===== config.mk =====
export PLATFORM = sky130hd
export DESIGN_NAME = vga_timing_monitor
export DESIGN_NICKNAME = d
export VERILOG_FILES = /design/src/rtl/vga_timing_monitor.sv
export SDC_FILE = /design/constraint.sdc
export NUM_CORES = 1
export LEC_CHECK = 0
export CORE_MARGIN = 2
export CORE_UTILIZATION = 62
export CTS_BUF_LIST = sky130_fd_sc_hd__clkbuf_8
export DETAILED_ROUTE_END_ITERATION = 6
export PLACE_DENSITY = 0.88
export SLEW_MARGIN = 20
export SYNTH_ARGS = -nofsm -noshare
export SYNTH_HDL_FRONTEND = slang
export SYNTH_SLANG_ARGS = --single-unit

===== constraint.sdc =====
create_clock -name CLOCK_50 -period 4.2 [get_ports CLOCK_50]
set_input_delay 0.63 -clock CLOCK_50 [delete_from_list [all_inputs] [get_ports CLOCK_50]]
set_output_delay 0.63 -clock CLOCK_50 [all_outputs]
set_load 0.01 [all_outputs]

===== src/rtl/vga_timing_monitor.sv =====
// VGA sync timing monitor: tracks beam position, checks line/frame/hsync
// geometry, locks after consecutive good frames and counts timing errors.
module vga_timing_monitor #(
    parameter int H_TOTAL     = 800,
    parameter int H_SYNC      = 96,
    parameter int V_TOTAL     = 525,
    parameter int LOCK_FRAMES = 2
) (
    input  logic       CLOCK_50,
    input  logic       reset_n,
    input  logic       pix_en,
    input  logic       hs,
    input  logic       vs,
    input  logic       blank_n,
    output logic [9:0] x,
    output logic [9:0] y,
    output logic       active,
    output logic       locked,
    output logic       err,
    output logic [7:0] err_count,
    output logic       frame_done
);

    localparam logic [9:0] X_LAST = 10'(H_TOTAL - 1);
    localparam logic [9:0] Y_LAST = 10'(V_TOTAL - 1);
    localparam logic [9:0] HS_LEN = 10'(H_SYNC);
    localparam logic [7:0] LOCK_N = 8'(LOCK_FRAMES);
    localparam logic [9:0] SAT10  = 10'h3FF;

    typedef enum logic [1:0] {SEARCH, ALIGN, LOCKED} state_t;

    state_t     state, state_nx;
    logic       hs_q, vs_q;
    logic [9:0] low_cnt;
    logic [7:0] good_cnt, good_nx;
    logic       hs_fall, hs_rise, vs_fall;
    logic       any_err, err_nx, done_nx;

    assign hs_fall = hs_q & ~hs;
    assign hs_rise = ~hs_q & hs;
    assign vs_fall = vs_q & ~vs;
    assign locked  = (state == LOCKED);

    // All three checks use pre-update x/y/low_cnt and merge into one error
    assign any_err = (hs_rise && low_cnt != HS_LEN)
                   | (hs_fall && x != X_LAST)
                   | (vs_fall && y != Y_LAST);

    always_comb begin
        state_nx = state;
        good_nx  = good_cnt;
        err_nx   = 1'b0;
        done_nx  = 1'b0;
        unique case (state)
            SEARCH: begin
                if (vs_fall) begin
                    state_nx = ALIGN;
                    good_nx  = 8'd0;
                end
            end
            ALIGN: begin
                if (any_err) begin
                    err_nx   = 1'b1;
                    state_nx = SEARCH;
                    good_nx  = 8'd0;
                end else if (vs_fall) begin
                    good_nx = good_cnt + 8'd1;
                    if (good_nx == LOCK_N) begin
                        state_nx = LOCKED;
                        done_nx  = 1'b1;
                    end
                end
            end
            LOCKED: begin
                if (any_err) begin
                    err_nx   = 1'b1;
                    state_nx = SEARCH;
                    good_nx  = 8'd0;
                end else if (vs_fall) begin
                    done_nx = 1'b1;
                end
            end
            default: begin
                state_nx = SEARCH;
                good_nx  = 8'd0;
            end
        endcase
    end

    always_ff @(posedge CLOCK_50 or negedge reset_n) begin
        if (!reset_n) begin
            state      <= SEARCH;
            good_cnt   <= 8'd0;
            hs_q       <= 1'b1;
            vs_q       <= 1'b1;
            low_cnt    <= 10'd0;
            x          <= 10'd0;
            y          <= 10'd0;
            active     <= 1'b0;
            err        <= 1'b0;
            err_count  <= 8'd0;
            frame_done <= 1'b0;
        end else begin
            err        <= 1'b0;
            frame_done <= 1'b0;
            if (pix_en) begin
                state      <= state_nx;
                good_cnt   <= good_nx;
                hs_q       <= hs;
                vs_q       <= vs;
                active     <= blank_n;
                err        <= err_nx;
                frame_done <= done_nx;
                if (err_nx && err_count != 8'hFF)
                    err_count <= err_count + 8'd1;
                if (hs_fall)
                    low_cnt <= 10'd1;
                else if (!hs && low_cnt != SAT10)
                    low_cnt <= low_cnt + 10'd1;
                if (hs_fall)
                    x <= 10'd0;
                else if (x != SAT10)
                    x <= x + 10'd1;
                if (vs_fall)
                    y <= 10'd0;
                else if (hs_fall && y != SAT10)
                    y <= y + 10'd1;
            end
        end
    end

endmodule


==> impl_metrics.json, run 1 <==
{
  "cp_max_fo": 9,
  "outcome": "finished, final reports clean",
  "powerDensity_nw_per_um2": 403,
  "critPathMaxStageDelay_ns": 0.52,
  "cts.repair.resized": 0,
  "synth_area_leaders": "dfrtp_1 41%, xnor2_1 5.1%, nor2_1 4.6%",
  "clockRootBuffer": "clkbuf_8",
  "fin_util_pct": 75.3,
  "worst_ep_arrival_time_ns": 2.81,
  "synth_area_um2": 3080,
  "grt_overflow": 0,
  "cts_setup_buffers": 0,
  "ys_ff_latch": 53,
  "synth_edf_count": 0,
  "ys_seq_area_share_pct": 43.1,
  "cp_top_family": "simple AND/OR/NAND/NOR gates",
  "finalCritPeriodShare_pct": 62.3,
  "synth.most_common_cell": "dfrtp_1",
  "finalSetupViolations": 0,
  "postCtsHoldBufs": 0,
  "avgSynthCellArea_um2": 9.69,
  "reg2reg_from": "low_cnt[2]",
  "wl_per_cell_um": 15.0,
  "drc": 0,
  "cts_made_buffers": 5,
  "rows": 25,
  "yosysUniqueCellTypes": 54,
  "synth_nets": 335,
  "vias_per_cell": 5.99,
  "gp_congestion": 0.865,
  "crit_type": "primary input to flip-flop",
  "antenna_found_initial": 0,
  "clk_pin_slew_worst_paths_ns": 0.10,
  "skew_ns": 0.0102,
  "totalWireLength_mm": 6.32,
  "worst_slew_pin_slew_ns": 1.03,
  "hp-class": "primary input to async pin",
  "netlist_instances": 318,
  "first_iter_violations": 154,
  "peakVddDrop_mv": 0.239,
  "track_usage_pct": 25.2,
  "fin_setup_tns_ns": 0,
  "rsz0062_at_grt": "no",
  "grt_pass1_wl_mm": 10.9,
  "synthFlopType": "dfrtp_1",
  "crit_end": "good_cnt[7]",
  "num_vias": 2520,
  "firstDrtPassIters": 4,
  "crit_path_start": "hs",
  "cellLeakagePower_nw": 1.52,
  "dp_hpwl_mm": 4.63,
  "max_freq_mhz": 382,
  "cp-start-kind": "primary input",
  "relSlewSlack_pct": 30.5,
  "cts-htree-levels": 2,
  "clock_path_buffers": 2,
  "rr_worst_depth": 5,
  "start_util_pct": 64.8,
  "timing.reg2reg.setup_slack_ns": 1.60,
  "hold_viol": 0,
  "cts_tree": "yes",
  "grt_max_degree": 54,
  "diodes": 0,
  "area_growth_pct": 16.2,
  "critPathBufInv": 1,
  "clkLatencyLatePin_ns": 0.31,
  "layout-drive-gt1-share_pct": 8.76,
  "die_h_um": 74.5,
  "cp-end-kind": "flip-flop",
  "dieArea_um2": 5550,
  "maxCapViolations": 0,
  "critical-path-slowest-cell": "nor2b_1",
  "cp_data_required_time_ns": 4.39,
  "netlist_top_cells_count": "51 x dfrtp_1, 38 x nor2_1, 20 x nand3_1",
  "synth_top_area_share_pct": 41.4,
  "synth_top_cell_by_area": "dfrtp_1",
  "dieWidth_um": 74.5,
  "period_minus_slack_ns": 2.62,
  "yosysWarnings": 0,
  "cp_cell_sequence": "clkdlybuf4s50_1 -> nor2b_1 -> o31a_1 -> a211oi_4 -> or2_1 -> a221o_1",
  "ioPinCount": 38,
  "async_flop_share_pct": 100,
  "grt_pass1_vias": 2372,
  "numClockSinks": 53,
  "slew_violations": 0,
  "coreArea_um2": 4750,
  "r2r-end": "good_cnt[0]",
  "final_nets": 370,
  "crit_cells": 6,
  "ant_nets": 0,
  "port_buffers": 37
}
-- logic make-up after synthesis --
group           after synthesis  synth area share [%]
simple gates                148                  26.0
buf+inv                      28                  3.66
compound gates               43                  12.3
flops                        53                  43.1
mux                           6                  2.19
fa+ha+maj                    11                  4.47
xor+xnor                     29                  8.25
-- registers in the layout (all words and copies together) (netlist names) --
signal      cells
frame_done      1
low_cnt        10
y              10
hs_q            1
good_cnt        8
x              10
active          1
vs_q            1
err             1
err_count       8
state           2
-- final cells by class --
class	count	area, um^2
Clock buffer	5	68.8
Timing Repair Buffer	38	373
Inverter	18	67.6
Tap cell	67	83.8
Sequential cell	53	1330
Clock inverter	3	17.5
Fill cell	353	1180
Multi-Input combinational cell	237	1640
-- layer usage --
| layer | vias to the layer above | track usage, % | wire length [um] |
|---|---|---|---|
| met4 | 0 | 7.74 | 76 |
| li1 | 1211 | - | - |
| met1 | 1242 | 35.4 | 2970 |
| met3 | 8 | 4.74 | 241 |
| met5 | - | 0 | 0 |
| met2 | 59 | 39.9 | 3030 |
-- cell usage in the layout, fill, tap and decap left out, types with 3 or more instances in the layout --
cell / instances
dfrtp_1: 51
and3_1: 13
ha_1: 11
xor2_1: 11
nor4_1: 12
nor3_1: 9
nand2b_1: 5
a22o_1: 3
a21oi_1: 3
nand3_1: 20
xnor2_1: 18
nor2b_1: 3
nor2_1: 38
clkbuf_8: 5
o21ai_0: 6
and2_1: 6
nand4_1: 10
clkdlybuf4s50_1: 36
a31oi_1: 4
a221o_1: 4
mux2_2: 6
nand2_1: 18
inv_1: 18
-- report_power, final --
group / switching (mW) / internal [mW] / total [mW] / leakage, nW
combinational: 0.246 / 0.235 / 0.482 / 0.768
sequential: 0.0909 / 0.585 / 0.676 / 0.709
clock: 0.171 / 0.116 / 0.286 / 0.0439
total: 0.508 / 0.936 / 1.44 / 1.52
-- metrics by stage --
stage	total power [mW]	hold slack [ns]	instances	instance area [um^2]	setup WS, ns
after floorplan	0.982	0.334	318	3080	1.95
after global placement	1.14	0.478	413	3490	1.36
after detailed placement	1.17	0.506	413	3490	1.27
after CTS	1.46	0.450	421	3580	1.58
after global routing	1.54	0.507	421	3580	1.38
final	1.44	0.419	421	3580	1.58
-- how the worst min path moves through the flow --
| stage | to |
|---|---|
| detailed placement | err_count[2] |
| finish | low_cnt[3] |
| global placement | err_count[6] |
| global route | low_cnt[1] |
| floorplan | active |
| CTS | low_cnt[2] |
No activity file was read; power rests on OpenSTA's default activity.
==> inputs of run 2 (changes only) <==
--- a/config.mk
+++ b/config.mk
@@ -6,10 +6,10 @@
 export NUM_CORES = 1
 export LEC_CHECK = 0
 export CORE_MARGIN = 2
-export CORE_UTILIZATION = 62
+export CORE_UTILIZATION = 58
 export CTS_BUF_LIST = sky130_fd_sc_hd__clkbuf_8
 export DETAILED_ROUTE_END_ITERATION = 6
-export PLACE_DENSITY = 0.88
+export PLACE_DENSITY = 0.83
 export SLEW_MARGIN = 20
 export SYNTH_ARGS = -nofsm -noshare
 export SYNTH_HDL_FRONTEND = slang
==> constraint.sdc (replaced) <==
create_clock -name CLOCK_50 -period 2.6 [get_ports CLOCK_50]
set_input_delay 0.39 -clock CLOCK_50 [delete_from_list [all_inputs] [get_ports CLOCK_50]]
set_output_delay 0.39 -clock CLOCK_50 [all_outputs]
set_load 0.01 [all_outputs]
==> run 2 against run 1 <==
- combinational power increased by 67%
- clock skew increased by 0.0011 ns
- setup slack got worse by 1.5 ns
- sequential share of layout area decreased by 1.5 points
- critical path type is now flip-flop to flip-flop
- critical endpoint is now good_cnt[5]
- largest cell class unchanged
- largest power group unchanged
- highest routed layer unchanged
==> impl_metrics.json, run 2 (same netlist as run 1, synthesis figures left out) <==
{
  "setup_ws_ns": 0.132,
  "finalSetupViolations": 0,
  "numClockSinks": 53,
  "clk_pin_slew_worst_paths_ns": 0.10,
  "area_growth_pct": 21.1,
  "critical-path-slowest-cell": "or4_4",
  "cp-start-kind": "flip-flop",
  "place_ws_ns": 0.128,
  "peakVddDrop_mv": 0.313,
  "clkLatencyLatePin_ns": 0.32,
  "cp-end-kind": "flip-flop",
  "dieWidth_um": 76.9,
  "clockRootBuffer": "clkbuf_8",
  "slew_violations": 0,
  "grt_overflow": 0,
  "skew_ns": 0.0113,
  "worst_hold_slack_ns": 0.112,
  "grt_pass1_vias": 2446,
  "p_total_mw": 2.57,
  "track_usage_pct": 24.4,
  "postCtsHoldBufs": 0,
  "coreArea_um2": 5110,
  "num_vias": 2533,
  "maxCapViolations": 0,
  "layout-drive-gt1-share_pct": 12.0,
  "critPathMaxStageDelay_ns": 0.57,
  "dp_hpwl_mm": 4.88,
  "layout_commonest_cell": "dfrtp_1",
  "final_cell_mix": "51 x dfrtp_1, 38 x nor2_1, 36 x clkdlybuf4s50_1",
  "dieArea_um2": 5910,
  "vias_per_cell": 5.80,
  "ant_nets": 0,
  "period_minus_slack_ns": 2.47,
  "start_util_pct": 60.3,
  "die_h_um": 76.9,
  "rsz0062_at_grt": "no",
  "cts.repair.resized": 0,
  "grt_max_degree": 33,
  "powerDensity_nw_per_um2": 688,
  "max_freq_mhz": 405,
  "clock_path_buffers": 2,
  "first_iter_violations": 144,
  "relSlewSlack_pct": 53.1,
  "finalCritPeriodShare_pct": 94.9,
  "cp_max_fo": 8,
  "cts_setup_buffers": 0,
  "firstDrtPassIters": 4,
  "worst_slew_pin_slew_ns": 0.704,
  "diodes": 0,
  "final_nets": 383,
  "worst_ep_arrival_time_ns": 2.68,
  "totalWireLength_mm": 6.70,
  "cp_top_family": "compound AO/OA/AOI/OAI gates",
  "antenna_found_initial": 0,
  "hp-class": "primary input to async pin",
  "cp_cell_sequence": "or4_4 -> o41a_4 -> a211oi_4 -> nor4_4 -> buf_4 -> a221o_1",
  "crit_type": "flip-flop to flip-flop",
  "placed_area_um2": 3590,
  "wl_per_cell_um": 15.3,
  "cts_made_buffers": 5,
  "cts-htree-levels": 2,
  "final_cell_area_um2": 3730,
  "grt_pass1_wl_mm": 11.7,
  "rows": 26,
  "hold_viol": 0,
  "drc": 0,
  "outcome": "finished, final reports clean",
  "ioPinCount": 38,
  "cp_data_required_time_ns": 2.81,
  "cts_tree": "yes",
  "port_buffers": 37,
  "reg.largest.list": "low_cnt x10, x x10, y x10",
  "critPathBufInv": 1,
  "gp_congestion": 0.908,
  "cellLeakagePower_nw": 1.61,
  "fin_setup_tns_ns": 0
}
-- run 2: cell types whose count changed in the layout (fill, tap and decap cells not counted), sizes merged --
cell | previous run | this run
clkinv | 2 | 0
bufinv | 0 | 2
buf | 2 | 15
inv | 18 | 19
clkinvlp | 1 | 0
-- run 2: worst paths after layout --
kind	from	to	slack [ns]	depth (start not counted)
worst max register to register	low_cnt[2]	good_cnt[5]	0.13	6
worst min-delay path	reset_n	frame_done	0.11	1
worst max-delay path	low_cnt[2]	good_cnt[5]	0.13	6
min in group CLOCK_50	err_count[6]	err_count[6]	0.51	1
max in group asynchronous	reset_n	y[3]	1.85	2
worst min register to register	err_count[6]	err_count[6]	0.51	1
-- run 2: per-stage QoR --
step,instances,utilization [%]
detailed placement,429,70.4
CTS,437,73.1
global route,437,73.1
global placement,429,70.4
finish,437,73.1
floorplan,318,-
-- run 2: power by group --
part / leakage [nW] / switching, mW / internal (mW) / total [mW]
Combinational: 0.834 / 0.411 / 0.395 / 0.806
Clock: 0.0687 / 0.286 / 0.387 / 0.673
Sequential: 0.709 / 0.143 / 0.945 / 1.09
Total: 1.61 / 0.839 / 1.73 / 2.57
-- run 2: metal layers --
| metal | GRT usage (%) | wire [um] |
|---|---|---|
| met1 | 33.0 | 3090 |
| met4 | 7.64 | 93 |
| met5 | 0 | 0 |
| met3 | 4.24 | 149 |
| met2 | 40.2 | 3370 |
-- run 2: layout make-up --
class | instances | area [um^2]
clock inverter | 3 | 68.8
timing repair buffer | 51 | 470
multi-input combinational | 237 | 1640
sequential | 53 | 1330
clock buffer | 5 | 68.8
fill | 381 | 1380
tap | 70 | 87.6
inverter | 18 | 67.6
